[config.mk]
export PLATFORM = sky130hd
export DESIGN_NAME = iob_im_obj_render
export DESIGN_NICKNAME = d
export VERILOG_FILES = /design/src/rtl/iob_im_obj_render.sv
export SDC_FILE = /design/constraint.sdc
export NUM_CORES = 1
export LEC_CHECK = 0
export BUFFER_PORTS_ARGS = -buffer_cell sky130_fd_sc_hd__buf_2
export CORE_MARGIN = 2
export CORE_UTILIZATION = 48
export DETAILED_ROUTE_END_ITERATION = 7
export PLACE_DENSITY = 0.68
export REMOVE_ABC_BUFFERS = 1
export SKIP_CTS_REPAIR_TIMING = 1
export SYNTH_ARGS = -nofsm -noshare
export SYNTH_HDL_FRONTEND = slang
export SYNTH_SLANG_ARGS = --single-unit
[constraint.sdc]
create_clock -name clk -period 5.84 [get_ports clk]
set_clock_uncertainty 0.05 [all_clocks]
set_input_delay 1.168 -clock clk [delete_from_list [all_inputs] [get_ports clk]]
set_output_delay 1.168 -clock clk [all_outputs]
set_load 0.02 [all_outputs]
[src/rtl/iob_im_obj_render.sv]
// Sprite renderer: CPU-programmed rectangles drawn over a background colour, double-buffered per frame.
// Define IOB_IM_COLLISION_EN to build the sticky per-object overlap (COLL) register.
module iob_im_obj_render #(
  parameter int N_OBJ  = 3,
  parameter int DATA_W = 32,
  parameter int ADDR_W = 6,
  parameter int RGB_W  = 12
) (
  input  logic                clk,
  input  logic                rst,
  input  logic                iob_avalid,
  input  logic [ADDR_W-1:0]   iob_addr,
  input  logic [DATA_W-1:0]   iob_wdata,
  input  logic [DATA_W/8-1:0] iob_wstrb,
  output logic [DATA_W-1:0]   iob_rdata,
  output logic                iob_rvalid,
  output logic                iob_ready,
  input  logic [9:0]          im_pixel_x,
  input  logic [9:0]          im_pixel_y,
  input  logic                im_pixel_valid,
  input  logic                im_frame_start,
  input  logic [31:0]         im_sw_input,
  output logic [RGB_W-1:0]    im_rgb,
  output logic                im_rgb_valid
);

  // Handshake: a request is accepted on any edge where iob_avalid && iob_ready;
  // its response (iob_rvalid, iob_rdata) is presented for exactly the next cycle.
  logic accept, wr_en, upd_act;
  assign iob_ready = ~rst;
  assign accept    = iob_avalid & ~rst;
  assign wr_en     = accept & (|iob_wstrb);

  logic unused_wdata;
  assign unused_wdata = ^iob_wdata[DATA_W-1:21];

  logic             ctrl_bypass;
  logic [RGB_W-1:0] bg_pend, bg_act;
  logic [20:0]      loc_pend  [N_OBJ];
  logic [15:0]      size_pend [N_OBJ];
  logic [RGB_W-1:0] col_pend  [N_OBJ];
  logic [20:0]      loc_act   [N_OBJ];
  logic [15:0]      size_act  [N_OBJ];
  logic [RGB_W-1:0] col_act   [N_OBJ];

  // A write landing on the frame-copy edge must not be lost by the copy.
  assign upd_act = ctrl_bypass | im_frame_start;

  always_ff @(posedge clk) begin
    if (rst) begin
      ctrl_bypass <= 1'b0;
      bg_pend     <= '0;
      bg_act      <= '0;
      for (int i = 0; i < N_OBJ; i++) begin
        loc_pend[i]  <= '0;
        size_pend[i] <= '0;
        col_pend[i]  <= '0;
        loc_act[i]   <= '0;
        size_act[i]  <= '0;
        col_act[i]   <= '0;
      end
    end else begin
      if (im_frame_start) begin
        bg_act <= bg_pend;
        for (int i = 0; i < N_OBJ; i++) begin
          loc_act[i]  <= loc_pend[i];
          size_act[i] <= size_pend[i];
          col_act[i]  <= col_pend[i];
        end
      end
      if (wr_en && iob_addr == ADDR_W'(0)) ctrl_bypass <= iob_wdata[0];
      if (wr_en && iob_addr == ADDR_W'(1)) begin
        bg_pend <= iob_wdata[RGB_W-1:0];
        if (upd_act) bg_act <= iob_wdata[RGB_W-1:0];
      end
      for (int i = 0; i < N_OBJ; i++) begin
        if (wr_en && iob_addr == ADDR_W'(4 + 4 * i)) begin
          loc_pend[i] <= iob_wdata[20:0];
          if (upd_act) loc_act[i] <= iob_wdata[20:0];
        end
        if (wr_en && iob_addr == ADDR_W'(5 + 4 * i)) begin
          size_pend[i] <= iob_wdata[15:0];
          if (upd_act) size_act[i] <= iob_wdata[15:0];
        end
        if (wr_en && iob_addr == ADDR_W'(6 + 4 * i)) begin
          col_pend[i] <= iob_wdata[RGB_W-1:0];
          if (upd_act) col_act[i] <= iob_wdata[RGB_W-1:0];
        end
      end
    end
  end

  // Hit test at 11 bits so objects near screen edges never wrap around.
  logic [N_OBJ-1:0] hit;
  logic [RGB_W-1:0] pix_rgb;

  always_comb begin
    hit     = '0;
    pix_rgb = bg_act;
    for (int i = 0; i < N_OBJ; i++) begin
      hit[i] = loc_act[i][20]
        && (({1'b0, im_pixel_x} + {3'b0, size_act[i][7:0]})  >= {1'b0, loc_act[i][9:0]})
        && ({1'b0, im_pixel_x} <= ({1'b0, loc_act[i][9:0]}   + {3'b0, size_act[i][7:0]}))
        && (({1'b0, im_pixel_y} + {3'b0, size_act[i][15:8]}) >= {1'b0, loc_act[i][19:10]})
        && ({1'b0, im_pixel_y} <= ({1'b0, loc_act[i][19:10]} + {3'b0, size_act[i][15:8]}));
    end
    for (int i = N_OBJ - 1; i >= 0; i--) begin
      if (hit[i]) pix_rgb = col_act[i];
    end
  end

`ifdef IOB_IM_COLLISION_EN
  logic [N_OBJ-1:0] coll, coll_set, coll_clr;
  logic             multi_hit;

  // More than one bit set in hit <=> clearing the lowest set bit leaves something.
  assign multi_hit = |(hit & (hit - N_OBJ'(1)));
  assign coll_set  = (im_pixel_valid && multi_hit) ? hit : '0;
  assign coll_clr  = (wr_en && iob_addr == ADDR_W'(3)) ? iob_wdata[N_OBJ-1:0] : '0;

  always_ff @(posedge clk) begin
    if (rst) coll <= '0;
    else     coll <= (coll & ~coll_clr) | coll_set;
  end
`endif

  logic [DATA_W-1:0] rd_val;

  always_comb begin
    rd_val = '0;
    if (iob_addr == ADDR_W'(0)) rd_val = DATA_W'(ctrl_bypass);
    if (iob_addr == ADDR_W'(1)) rd_val = DATA_W'(bg_pend);
    if (iob_addr == ADDR_W'(2)) rd_val = DATA_W'(im_sw_input);
`ifdef IOB_IM_COLLISION_EN
    if (iob_addr == ADDR_W'(3)) rd_val = DATA_W'(coll);
`endif
    for (int i = 0; i < N_OBJ; i++) begin
      if (iob_addr == ADDR_W'(4 + 4 * i)) rd_val = DATA_W'(loc_pend[i]);
      if (iob_addr == ADDR_W'(5 + 4 * i)) rd_val = DATA_W'(size_pend[i]);
      if (iob_addr == ADDR_W'(6 + 4 * i)) rd_val = DATA_W'(col_pend[i]);
    end
  end

  always_ff @(posedge clk) begin
    if (rst) begin
      iob_rvalid <= 1'b0;
      iob_rdata  <= '0;
    end else begin
      iob_rvalid <= accept;
      iob_rdata  <= (accept && !wr_en) ? rd_val : '0;
    end
  end

  logic             s1_valid;
  logic [RGB_W-1:0] s1_rgb;

  always_ff @(posedge clk) begin
    if (rst) begin
      s1_valid     <= 1'b0;
      s1_rgb       <= '0;
      im_rgb_valid <= 1'b0;
      im_rgb       <= '0;
    end else begin
      s1_valid     <= im_pixel_valid;
      s1_rgb       <= im_pixel_valid ? pix_rgb : '0;
      im_rgb_valid <= s1_valid;
      im_rgb       <= s1_valid ? s1_rgb : '0;
    end
  end

endmodule

== Yosys cells after proc, flatten, opt, wreduce, memory -nomap -nowiden ==
Memories as Yosys holds them, arrays and structs flattened.
Index checks and enable logic that the tools add are counted.
Word-level totals
  flip-flop bits (word level): 84
  memory bits (writable): 294
  input port bits: 99
  output and inout port bits: 47
  word-level logic and storage cells: 225
  memories: 6
Operators by class
  add/subtract/negate cells: 12
  $lt $le $gt $ge: 12
  equal/unequal tests: 11
  multiplexer cells: 105
  bitwise gates (word level): 34
  reduce and logical (&&, ||, !) cells: 33
Memory list
  loc_act: depth 3, width 21, read ports 3, clocked after memory_dff 0, write ports 3, RTL line 42  | logic [20:0] loc_act [N_OBJ];
  loc_pend: depth 3, width 21, read ports 3, clocked after memory_dff 0, write ports 3, RTL line 39  | logic [20:0] loc_pend [N_OBJ];
  size_act: depth 3, width 16, read ports 3, clocked after memory_dff 0, write ports 3, RTL line 43  | logic [15:0] size_act [N_OBJ];
  size_pend: depth 3, width 16, read ports 3, clocked after memory_dff 0, write ports 3, RTL line 40  | logic [15:0] size_pend [N_OBJ];
  col_act: depth 3, width 12, read ports 3, clocked after memory_dff 0, write ports 3, RTL line 44  | logic [RGB_W-1:0] col_act [N_OBJ];
  col_pend: depth 3, width 12, read ports 3, clocked after memory_dff 0, write ports 3, RTL line 41  | logic [RGB_W-1:0] col_pend [N_OBJ];
Operator list (count)
  2-to-1 mux 21 bit: 16
  2-to-1 mux 12 bit: 16
  2-to-1 mux 16 bit: 10
  adder 10 x 8 -> 11 bit: 12
  >= comparator 11 x 10 -> 1 bit: 6
  less-or-equal comparator 10 x 11 -> 1 bit: 6
  2-to-1 mux 32 bit: 2
  2-to-1 mux 1 bit: 61
  == test 6 x 4 -> 1 bit (second input constant): 6
  OR 1 bit: 28
  logical AND 1 bit: 24
  == test 6 x 3 -> 1 bit (second input constant): 3
  OR reduction 11 bit: 1
  OR reduction 4 bit: 2
  == test 6 x 1 -> 1 bit (second input constant): 1
  == test 6 x 2 -> 1 bit (second input constant): 1
  logical NOT 6 bit: 1
  OR reduction 2 bit: 3
  NOT 1 bit: 4
  OR reduction 3 bit: 1
  AND 1 bit: 2
  logical NOT 1 bit: 1

== Longest topological paths before layout ==
Gate-level depths: netlist (run 1).
  depth in word-level cells: 13
  gate-level depth with buffers: 19
  depth with buffers taken out: 18

== Worst setup path after synthesis (run 1) ==
No wires, ideal clock.
  kind: input to register
  start point: input port im_pixel_y[1]
  end point: register s1_rgb[1]
  data arrival time: 4.425 ns
  data required time: 5.673 ns
  setup slack: 1.248 ns
  cell stages on the path: 18
  cells stage by stage: ha_1 -> a21o_1 -> a21oi_1 -> o21bai_1 -> a21oi_1 -> nor2b_1 -> o21a_1 -> nor2_1 -> xnor2_1 -> ha_1 -> a2111oi_2 -> o21ai_0 -> a21oi_1 -> o32ai_4 -> o221a_4 -> dlymetal6s2s_1 -> a221o_1 -> a32o_1
Between the ends
  cells in the longest elaborated chain, start to end: 7
  elaborated cells between the ends (all ways): 18
RTL lines
  from (decl): RTL line 19  | input logic [9:0] im_pixel_y,
  adder 10 x 8 -> 11 bit: RTL line 104  | && (({1'b0, im_pixel_y} + {3'b0, size_act[i][15:8]}) >= {1'b0, loc_act[i][19:10]})
  >= comparator 11 x 10 -> 1 bit: RTL line 104
  logical AND 1 bit: RTL line 104
  logical AND 1 bit: RTL line 105  | && ({1'b0, im_pixel_y} <= ({1'b0, loc_act[i][19:10]} + {3'b0, size_act[i][15:8]}));
  2-to-1 mux 12 bit (2 in a row): RTL line 108  | if (hit[i]) pix_rgb = col_act[i];
  2-to-1 mux 12 bit *: RTL line 108
  to (signal assigned): RTL line 165  | s1_rgb <= im_pixel_valid ? pix_rgb : '0;
  to (decl): RTL line 155  | logic [RGB_W-1:0] s1_rgb;
Every way passes the cells marked *; elsewhere a longest branch is shown, timed or not.
A chain may end at the register's enable or synchronous reset.

==> out/results.txt, run 1 <==
Top post-synthesis cells by count - nand2_1, edfxtp_1, ha_1
Grt ovf - 0
Std-Cell Rows - 79
H-Tree Depth - 2
Status - finished, final reports clean
EDFF count, synth - 294
First-pass GRT wire length - 103,000 µm
Port Buffers - 134
Routability congestion estimate - 0.905
DRC - 0
Die ar. - 48,600 µm²
Peak Freq - 205 MHz
Final Max Slew Viols - 0
Clk pin slew, worst setup/hold paths - 0.06 ns
Post-Synth Simple-Gate Area - 15.3%
DR pass1 iterations - 8
Vias in the first global route - 17.3k
Total power - 6.80 mW
Hold Startpoint - s1_rgb[8]
Share of cells above drive strength 1 - 11.1%
Post-route minimum period - 4.88 ns
Post-synthesis cell type count - 86
Post-Synth Adder-Cell Area - 13.1%
Via Count - 18.0k
Top cell type's share of synthesized area - 39.2%
Total CTS buffers - 38
Pin count of the biggest net entering global routing - 70
Antenna violations before repair - 2
WS Path Type - reg2reg
Sink of the worst hold path - im_rgb[8]
Synth Area in XOR/XNOR - 3.39%
Worst EP required - 6.25 ns
Post-DR vias/cell - 6.01
Area of the multi-input gates - 11,200 µm²
Register bit count reported by yosys - 378
Post-DP HPWL - 50,400 µm
FILL cells - 4,095
R2R cell count - 14
Die Span X - 221 µm
MaxCap Viol Count - 0
Final hold vios - 0
Setup violators final - 0
Hold path depth - 1
Worst-Skew Late Latency - 0.54 ns
Synth warnings - 0
Power Density - 271 nW/µm²
FF+latch area - 10,500 µm²
Async S/R FF share, synth - 0%
Routed len/inst - 22.7 µm
Area growth, synth to finish - 11.3%
CP Max Fanout - 12
Synth Instances - 2,252
Slew HR - 15.7%
CP startpoint kind - register
Largest family of logic cells by synthesized area - compound AO/OA/AOI/OAI gates
Hold Crit Class - reg2reg
Synth area leader - edfxtp_1
Synth Area in Compound Gates - 16.7%
VDD IR max - 0.265 mV
All-layer global routing usage - 28.1%
CTS root buffer - clkbuf_16
Core box area - 46,500 µm²
Average size of a mapped cell - 9.99 µm²
Initial Util - 48.4%
Worst EP arrival - 5.30 ns
RSZ-0062 raised after global routing - false
R2R Setup Slk - 0.96 ns
R2R Path Start - loc_act[0][10]
DRT antenna net count - 0
Max clock buf depth - 3
I/O pin total - 146
Syn Std Cell Area - 22,500 µm²
Worst-Margin Slew - 1.26 ns
Fin nets - 2,681
Crit. End Element - register
Fin crit share - 83.6%
Register area share after synthesis - 46.7%
Main synth FF type - edfxtp_1
Starting DRT DRC Count - 1,829
Die height - 221 µm
Final Routed Wirelength - 67,800 µm
Mux cell area share after synthesis - 0.851%
Leakage - 9.90 nW
Sink Count - 378
Count leader, synth - nand2_1
WHS - 0.387 ns
R2r endpoint - s1_rgb[6]
Synth area leaders - edfxtp_1, ha_1, dfxtp_1
CTS tree - built
[cell families after synthesis]
group | count (synthesis)
mux | 19
compound gates | 571
simple gates | 745
xor+xnor | 87
fa+ha+maj | 228
buf+inv | 224
flops | 378
[worst max-delay path by stage]
stage | to | cells past startpoint | from | slack, ns
floorplan | col_act[0][30] | 3 | rst | -0.60
global placement | s1_rgb[5] | 19 | im_pixel_y[1] | 0.68
detailed placement | s1_rgb[6] | 19 | im_pixel_y[1] | 0.66
CTS | s1_rgb[6] | 14 | loc_act[0][10] | 1.0
global route | s1_rgb[6] | 14 | loc_act[0][10] | 0.73
finish | s1_rgb[6] | 14 | loc_act[0][10] | 0.96
[where the power goes]
group | leakage (nW) | switching [mW] | internal, mW
clock network | 0.581 | 1.04 | 1.36
logic | 5.62 | 0.735 | 0.508
registers | 3.69 | 0.110 | 3.04
total | 9.90 | 1.89 | 4.91
[sequential cells by signal, indices dropped and copies added (netlist names)]
name,count
loc_act,63
loc_pend,63
size_act,48
size_pend,48
col_act,36
col_pend,36
iob_rdata,32
bg_act,12
bg_pend,12
im_rgb,12
s1_rgb,12
ctrl_bypass,1
im_rgb_valid,1
iob_rvalid,1
s1_valid,1
[critical path, cell delays in order, from the launching register on]
cell and delay, ns:
edfxtp_1 0.43, ha_1 0.26, fa_1 0.42, a211oi_1 0.28, nor2_1 0.11, o21ai_0 0.16
nand2b_1 0.09, xnor2_1 0.13, ha_1 0.33, a2111oi_0 0.48, a211oi_1 0.10, a211oi_1 0.46
o32ai_1 0.23, nor4_4 1.03, a32o_1 0.25
[cells in the final DEF (no fill, tap or decap), types with 12 or more instances in the layout]
cell | synthesis | routed
a211oi_1 | 20 | 20
buf_2 | 26 | 134
clkbuf_16 | 0 | 39
inv_1 | 116 | 116
a22oi_1 | 35 | 35
o21a_1 | 14 | 14
a31oi_1 | 12 | 12
and2_1 | 72 | 72
nand4_1 | 15 | 15
a221o_1 | 12 | 12
nor2b_1 | 17 | 15
dfxtp_1 | 84 | 84
nand2b_1 | 21 | 21
nand3_1 | 47 | 47
nand2_1 | 394 | 394
ha_1 | 216 | 216
a21oi_1 | 107 | 107
nor2_1 | 90 | 86
a21o_1 | 28 | 28
xnor2_1 | 66 | 66
o21bai_1 | 27 | 27
a221oi_1 | 14 | 14
fa_1 | 12 | 12
nor3_1 | 30 | 24
buf_4 | 0 | 33
clkbuf_1 | 75 | 12
o21ai_0 | 186 | 186
xor2_1 | 21 | 21
a32o_1 | 13 | 13
edfxtp_1 | 294 | 294
o21ai_1 | 13 | 13
mux2i_1 | 18 | 18
[per-layer routing]
metal  routed length, µm  vias up  track usage, %
li1                    -     8387               -
met1               29400     8515            40.0
met2               30100      922            43.9
met3                6300      145            4.80
met4                2030        4            8.82
met5                  26        -               0
[per-stage QoR]
stage	cell area, µm²	utilization (%)	setup WS [ns]	std cells	setup TNS, ns
2_1_floorplan	22100	-	-0.599	2145	-84.27
3_3_place_gp	23800	51.3	0.680	2921	0
3_5_place_dp	23800	51.3	0.657	2921	0
4_1_cts	25100	53.9	0.997	2990	0
5_1_grt	25100	53.9	0.729	2990	0
6_report	25100	53.9	0.956	2991	0
[final cells by class]
class                      instances  area share (%)
tap                              607            3.03
clock inverter                    16           0.639
sequential                       378            42.0
timing repair buffer             169            3.83
inverter                         117            1.75
antenna                            1         0.00999
multi-input combinational       1650            44.6
clock buffer                      53            4.19
(Power assumes the default switching activity.)
==> run 2: changes to the inputs <==
==> constraint.sdc (replaced) <==
create_clock -name clk -period 5.04 [get_ports clk]
set_clock_uncertainty 0.05 [all_clocks]
set_input_delay 1.008 -clock clk [delete_from_list [all_inputs] [get_ports clk]]
set_output_delay 1.008 -clock clk [all_outputs]
set_load 0.02 [all_outputs]
==> out/results.txt, run 2 (synthesis results as in run 1) <==
Switching power - 2.20 mW
CP startpoint kind - register
Vias in the first global route - 17.4k
Worst-Margin Slew - 1.07 ns
Worst-Skew Late Latency - 0.56 ns
Max clock buf depth - 3
Critical Path Max Stage Delay - 0.97 ns
Die Span X - 221 µm
Antenna violations before repair - 2
Clk pwr share - 34.9%
DRT antenna net count - 0
CTS tree - built
CTS root buffer - clkbuf_16
Std-Cell Rows - 79
Most frequent cells in the layout - nand2_1, edfxtp_1, ha_1
Fin crit share - 93.4%
Routability congestion estimate - 0.931
Buf+Inv Stages, Crit Path - 1
All-layer global routing usage - 27.9%
Via Count - 18.1k
Leakage - 9.94 nW
DRC - 0
Area growth, synth to finish - 11.6%
Power Density - 313 nW/µm²
Fin nets - 2,688
CP cell instances - ha_1 -> fa_1 -> a211oi_1 -> nor2_1 -> o21ai_0 -> nand2b_1 -> xnor2_1 -> ha_1 -> a2111oi_0 -> o21ai_0 -> a211oi_1 -> buf_4 -> o32ai_1 -> nor4_4 -> a32o_1
Initial Util - 48.4%
WS Path Type - reg2reg
Post-route minimum period - 4.71 ns
Sink Count - 378
Fin cells - 2,997
Setup total negative slack - 0 ns
Peak Freq - 212 MHz
First-pass GRT wire length - 102,000 µm
Largest regs - loc_act: 63 flops, loc_pend: 63 flops
H-Tree Depth - 2
WHS - 0.403 ns
DP Area - 23,900 µm²
Most common cell after layout, fill and taps aside - nand2_1
Starting DRT DRC Count - 1,941
Final instance area - 25,100 µm²
RSZ-0062 raised after global routing - false
DR pass1 iterations - 7
Worst EP arrival - 5.14 ns
Setup violators final - 0
Die ar. - 48,600 µm²
Total CTS buffers - 37
VDD IR max - 0.276 mV
Worst EP required - 5.47 ns
CP Max Fanout - 12
Hold Crit Class - reg2reg
Pre-CTS setup slack - 0.187 ns
CP max-delay cell - nor4_4
Final setup margin - 0.330 ns
Routed len/inst - 22.6 µm
Core box area - 46,500 µm²
Sequential share of power - 46.5%
Clk pin slew, worst setup/hold paths - 0.06 ns
Slew HR - 27.9%
Post-DR vias/cell - 6.02
Logic pwr share - 18.6%
Share of cells above drive strength 1 - 11.6%
Switching Share - 28.0%
Port Buffers - 134
Final Max Slew Viols - 0
Total power - 7.86 mW
Critical path's top delay family - compound AO/OA/AOI/OAI gates
ANT cells - 0
Placed cells - 2,929
MaxCap Viol Count - 0
Final hold vios - 0
Crit. End Element - register
I/O pin total - 146
Die height - 221 µm
Pint - 5.66 mW
Final Core Density - 54.1%
Grt ovf - 0
Status - finished, final reports clean
Final Routed Wirelength - 67,800 µm
Post-DP HPWL - 50,900 µm
Pin count of the biggest net entering global routing - 70
## run 2: cell types whose count changed in the layout (fill, tap and decap cells not counted)
cell / previous run / this run
buf_12: 2 / 4
buf_4: 33 / 39
clkbuf_1: 12 / 7
clkbuf_16: 39 / 37
clkbuf_8: 2 / 4
clkinv_1: 4 / 2
clkinv_2: 2 / 10
clkinv_4: 1 / 0
clkinv_8: 1 / 2
clkinvlp_4: 2 / 3
diode_2: 1 / 0
inv_6: 4 / 1
## run 2: power groups by stage
stage | Sequential (mW) | Clock, mW | Combinational, mW
2_1_floorplan | 3.65 | 0 | 0.993
3_3_place_gp | 3.71 | 0 | 1.38
3_5_place_dp | 3.71 | 0 | 1.44
4_1_cts | 3.65 | 2.75 | 1.45
5_1_grt | 3.67 | 2.87 | 1.63
6_report | 3.66 | 2.74 | 1.46
## run 2: final timing paths
path	startpoint	endpoint	slack, ns	cells after the start
setup reg to reg	size_act[0][8]	s1_rgb[9]	0.33	15
setup / recovery	size_act[0][8]	s1_rgb[9]	0.33	15
hold reg to reg	s1_rgb[1]	im_rgb[1]	0.40	1
hold / removal	s1_rgb[1]	im_rgb[1]	0.40	1
## run 2: layout make-up
class / instances / area (µm²)
fillers: 4080 / 21300
multi-input cells: 1650 / 11200
flip-flops and latches: 378 / 10500
repair buffers: 177 / 1040
clock buffers: 48 / 1010
well taps: 607 / 759
inverters: 117 / 439
clock inverters: 20 / 181
## run 2: routing by layer
layer	share of wire (%)	GRT usage, %	wire (µm)
met5	0	0	0
met4	3.2	9.42	2170
met3	9.2	3.53	6230
met2	44	44.1	30200
met1	43	40.0	29200
